File: src/rtl/fetch_unit.sv
// Instruction-fetch front end: PC generator, in-order pipelined imem interface
// and a DEPTH-entry prefetch FIFO feeding ID over valid/ready.
module fetch_unit #(
    parameter int              XLEN     = 32,
    parameter logic [XLEN-1:0] RESET_PC = '0,
    parameter int              DEPTH    = 4
) (
    input  logic            clk,
    input  logic            rst,
    output logic            imem_req_valid,
    input  logic            imem_req_ready,
    output logic [XLEN-1:0] imem_addr,
    input  logic            imem_rsp_valid,
    input  logic [31:0]     imem_rsp_data,
    output logic            id_valid,
    input  logic            id_ready,
    output logic [31:0]     id_inst,
    output logic [XLEN-1:0] id_pc,
    input  logic            redirect_valid,
    input  logic [XLEN-1:0] redirect_pc,
    output logic [XLEN-1:0] pc_out
);
    localparam int AW = $clog2(DEPTH);
    localparam int CW = $clog2(DEPTH + 1);
    localparam logic [CW-1:0] FULL = CW'(DEPTH);

    logic [XLEN-1:0] fetch_pc;
    logic [XLEN-1:0] rsp_pc;
    logic [CW-1:0]   outstanding;
    logic [CW-1:0]   drop_cnt;
    logic [CW-1:0]   count;
    logic [AW-1:0]   rd_ptr;
    logic [AW-1:0]   wr_ptr;
    logic [31:0]     inst_mem [DEPTH];
    logic [XLEN-1:0] pc_mem   [DEPTH];

    logic            credit;
    logic            req_fire;
    logic            drop;
    logic            push;
    logic            pop;
    logic [CW-1:0]   outstanding_after_rsp;
    logic [XLEN-1:0] target;

    // Entries already buffered plus those still in flight may never exceed DEPTH.
    always_comb begin
        credit                = ({1'b0, count} + {1'b0, outstanding}) < {1'b0, FULL};
        imem_req_valid        = rst && credit && !redirect_valid;
        imem_addr             = fetch_pc;
        pc_out                = fetch_pc;
        req_fire              = imem_req_valid && imem_req_ready;
        drop                  = imem_rsp_valid && (drop_cnt != '0);
        push                  = imem_rsp_valid && (drop_cnt == '0) && !redirect_valid;
        id_valid              = (count != '0) && !redirect_valid;
        pop                   = id_valid && id_ready;
        id_inst               = inst_mem[rd_ptr];
        id_pc                 = pc_mem[rd_ptr];
        outstanding_after_rsp = outstanding - CW'(imem_rsp_valid);
        target                = {redirect_pc[XLEN-1:2], 2'b00};
    end

    always_ff @(posedge clk) begin
        if (!rst) begin
            fetch_pc    <= RESET_PC;
            rsp_pc      <= RESET_PC;
            outstanding <= '0;
            drop_cnt    <= '0;
            count       <= '0;
            rd_ptr      <= '0;
            wr_ptr      <= '0;
        end else if (redirect_valid) begin
            // Every request still in flight after this cycle belongs to the old path.
            fetch_pc    <= target;
            rsp_pc      <= target;
            outstanding <= outstanding_after_rsp;
            drop_cnt    <= outstanding_after_rsp;
            count       <= '0;
            rd_ptr      <= '0;
            wr_ptr      <= '0;
        end else begin
            if (req_fire) begin
                fetch_pc <= fetch_pc + XLEN'(4);
            end
            outstanding <= outstanding + CW'(req_fire) - CW'(imem_rsp_valid);
            if (drop) begin
                drop_cnt <= drop_cnt - CW'(1);
            end
            if (push) begin
                rsp_pc <= rsp_pc + XLEN'(4);
                wr_ptr <= wr_ptr + AW'(1);
            end
            if (pop) begin
                rd_ptr <= rd_ptr + AW'(1);
            end
            count <= count + CW'(push) - CW'(pop);
        end
    end

    always_ff @(posedge clk) begin
        if (rst && push) begin
            inst_mem[wr_ptr] <= imem_rsp_data;
            pc_mem[wr_ptr]   <= rsp_pc;
        end
    end

    assert property (@(posedge clk) disable iff (!rst) !(push && count == FULL));

endmodule
File: config.mk
export PLATFORM = sky130hd
export DESIGN_NAME = fetch_unit
export DESIGN_NICKNAME = d
export VERILOG_FILES = /design/src/rtl/fetch_unit.sv
export SDC_FILE = /design/constraint.sdc
export NUM_CORES = 1
export LEC_CHECK = 0
export CAP_MARGIN = 5
export CORE_MARGIN = 1
export CORE_UTILIZATION = 49
export CTS_CLUSTER_DIAMETER = 40
export CTS_CLUSTER_SIZE = 10
export DETAILED_ROUTE_END_ITERATION = 10
export PLACE_DENSITY_LB_ADDON = 0.25
export SLEW_MARGIN = 20
export SYNTH_ARGS = -nofsm -noshare
export SYNTH_HDL_FRONTEND = slang
export SYNTH_SLANG_ARGS = --single-unit
File: constraint.sdc
create_clock -name clk -period 3.2 [get_ports clk]
set_input_delay 0.32 -clock clk [delete_from_list [all_inputs] [get_ports clk]]
set_output_delay 0.32 -clock clk [all_outputs]
set_load 0.02 [all_outputs]
==> summary.txt <==
Clocking
  • Clock tree from TritonCTS: yes
  • Hold-fix buffers, CTS: 0
  • H-Tree Depth: 2
  • CTS Root Cell: clkbuf_16
  • Cts repair resizes: 0
  • Clk_lat worst skew: between 500 and 600 ps
  • Clock sinks: 323
  • Clock transition at path regs: roughly 50 ps
  • Cts bufs inserted: 45
  • Max Root-Sink Buffers: 3
  • Post-CTS setup buffer count: 0

Yosys
  • Simple-Gate Fraction of Synth Area: 7.120%
  • Synth Area in Adders: between 1.5 and 2%
  • Post-synthesis mux area share: 10.84%
  • Compound-Gate Fraction of Synth Area: 4.173%
  • Post-synth EDFFs: 248
  • Mapped Cells: 817
  • YS warnings: 0
  • Post-synthesis cell type count: 48
  • Async SR Flop Fraction: 0%
  • Synth Area in XOR/XNOR: 4.192%
  • FF+latch count, synth: 323
  • Post-Syn Area: between 0.01 and 0.015 sq mm
  • Main combinational cell family by area after synthesis: multiplexers
  • Main synth FF type: edfxtp_1
  • Seq/Total Area, Yosys: ~68%
  • Syn Area/Cell: about 16 sq um

Setup path
  • CP Capture Type: register
  • Required @ worst endpoint: 3610 ps
  • Worst endpoint data arrival time: between 3000 and 4000 ps
  • Worst-path maximum fanout: 4
  • Startpoint Class: register
  • Critical setup path kind: register to register
  • Reg-to-reg setup timing slack: 320 ps

Pwr
  • VDD IR-drop max: about 0.39 mV
  • Power Dens Cells: 611.3 mW/mm^2
  • Static Leak: 5.468 nW

Place
  • RD Place Congestion: 0.7492
  • Dpl hpwl: 16,420 um
  • # port buffers: roughly 190

Timing
  • Max-slew headroom: 50.02%
  • Setup TNS: 0 ps
  • Peak Freq: 347.7 MHz
  • Final Slew Violations: 0
  • Skew final: 15.22 ps
  • Final setup fails: 0
  • RSZ-0062 raised after global routing: false
  • Min Hold Slack: approximately 430 ps
  • Final min period: 2876 ps
  • Worst slew pin tran: between 700 and 800 ps
  • Final period util: about nine tenths
  • Final hold viol count: 0

GRT
  • Vias in the first global route: between 7,000 and 8,000
  • All-Layer GR Usage: 19.31%
  • GRT overflow: 0
  • First-pass GRT wire length: a little over 40,000 um
  • Largest net degree at the start of global routing: 80
  • Initial antenna violation count: 0

Drt
  • Met3 wire length: 1688 um
  • DRT iter0 DRCs: 467
  • Via density: 5.431
  • Per-cell routed wire length: ~19 um
  • M1 WL: 11,590 um
  • DR top layer: met4
  • Via count: 7,441
  • Drt total wl: 26,260 um
  • Met2 WL: 12,490 um
  • First drt pass iteration count: 8
  • ANT nets after route: 0
  • Residual DRC: 13

Cells and area
  • Fraction of layout cells with a size suffix above 1: 16.43%
  • Final nets: approximately 1,100
  • Diode count: 0
  • Syn-to-layout area delta: 27.77%
  • Final Core Density: between 60% and 70%

Die
  • IO Count: 200
  • Initial Utilization: 50.23%
  • Core Area: 0.02621 sq mm
  • Die Span Y: approximately 170 um
  • Row count: 59
  • Die ar.: 0.02752 sq mm
  • Die width: 165.9 um

Min path
  • HP Class: primary input to register

Run status
  • Failing checks: DRC
  • Outcome: complete, but fails checks

Job
  • Max-Cap Viols: 0
-- cells by family (layout without fill, tap and decap cells) --
family / Yosys count / count (layout)
buf+inv: 92 / 305
fa+ha+maj: 18 / 18
compound gates: 102 / 102
xor+xnor: 63 / 63
mux: 65 / 65
flops: 323 / 323
simple gates: 153 / 153
other cells: 1 / 6
-- critical path, stage by stage (launching register included) --
cell     delay [ps]
dfxtp_1         410
ha_1            260
a31oi_1         340
and2_1          210
nand2_1         120
ha_1            300
inv_1            40
ha_1            180
fa_1            380
xor2_1          150
o21ai_0         190
xnor2_1         140
nor2b_1          60
-- final timing paths --
path	cells past startpoint	from	to
worst max-delay path	12	count[1]$_SDFF_PP0_	outstanding[2]$_SDFF_PN0_
worst min-delay path	1	imem_rsp_data[20]	inst_mem[1][20]$_DFFE_PP_
worst max register to register	12	count[1]$_SDFF_PP0_	outstanding[2]$_SDFF_PN0_
worst min register to register	2	rd_ptr[1]$_SDFFE_PP0P_	rd_ptr[1]$_SDFFE_PP0P_
-- cell usage after synthesis (2+ instances only) --
cell type	n	share of area, %
a21boi_0	3	0.17
mux4_2	62	11
and4_1	4	0.27
nor2_1	23	0.66
nand2b_1	2	0.095
xor2_1	22	1.5
nand2_1	28	0.80
clkbuf_1	26	0.74
nand4_1	18	0.86
ha_1	16	1.5
edfxtp_1	248	57
and3_1	8	0.38
buf_4	36	2.1
a21oi_1	58	2.2
inv_1	19	0.54
a21boi_1	2	0.11
xnor2_1	41	2.7
nor4_1	4	0.19
and2_1	8	0.38
mux2i_1	3	0.23
dfxtp_1	75	11
o21ai_0	30	1.1
fa_1	2	0.30
buf_6	2	0.17
nand3_1	17	0.65
or4_4	2	0.17
nor3_1	15	0.57
o311ai_0	2	0.13
buf_2	8	0.30
nor4_2	11	1.0
nor3_2	2	0.15
o21a_1	3	0.17
nor2b_1	2	0.095
-- registers in the layout, summed over array words and instances, names as in the netlist, named ones only --
name and cells:
count 3, imem_addr 30, inst_mem 128, wr_ptr 2, drop_cnt 3, pc_mem 120, rsp_pc 30, rd_ptr 2
outstanding 3
-- cells in the final DEF (no fill, tap or decap), types with 4 or more instances in the layout --
cell,count
a21oi_1,58
and2_1,4
and2_4,4
and3_1,8
and4_1,4
buf_12,9
buf_4,8
bufinv_16,5
clkbuf_1,10
clkbuf_16,47
clkdlybuf4s50_1,191
clkinv_1,4
conb_1,6
dfxtp_1,73
edfxtp_1,248
ha_1,16
inv_1,18
mux4_2,62
nand2_1,28
nand3_1,17
nand4_1,18
nor2_1,23
nor3_1,15
nor4_1,4
nor4_2,11
o21ai_0,30
xnor2_1,41
xor2_1,22
-- stage by stage --
step | area, sq um | instances | setup slack [ps] | total power, mW
floorplan | 13180 | 822 | 224.7 | 5.194
global placement | 15330 | 1292 | 321.9 | 5.503
detailed placement | 15330 | 1292 | 323.9 | 5.515
CTS | 16820 | 1370 | 312.2 | 10.38
global route | 16820 | 1370 | 33.24 | 10.62
finish | 16820 | 1370 | 324.2 | 10.28
-- area by class of cell --
| class | count | area (sq um) |
|---|---|---|
| clock buffers | 60 | 1255 |
| multi-input cells | 407 | 3737 |
| well taps | 335 | 419.2 |
| clock inverters | 18 | 229.0 |
| repair buffers | 208 | 2152 |
| inverters | 19 | 71.32 |
| flip-flops and latches | 323 | 8954 |
| fillers | 1871 | 9389 |
-- report_power, final --
part	internal (mW)	total, mW	leakage (nW)	switching (mW)
registers	4.63	4.75	2.88	0.118
clock network	3.14	4.85	0.715	1.70
logic	0.345	0.688	1.88	0.343
total	8.11	10.3	5.47	2.17
-- routing by layer --
metal  vias to the layer above  global-route usage [%]
li1                       3488                       -
met5                         -                       0
met4                         0                   5.770
met3                        38                   3.670
met2                       245                   31.96
met1                      3670                   26.10
Note: power is estimated with default switching activity, not from simulation.
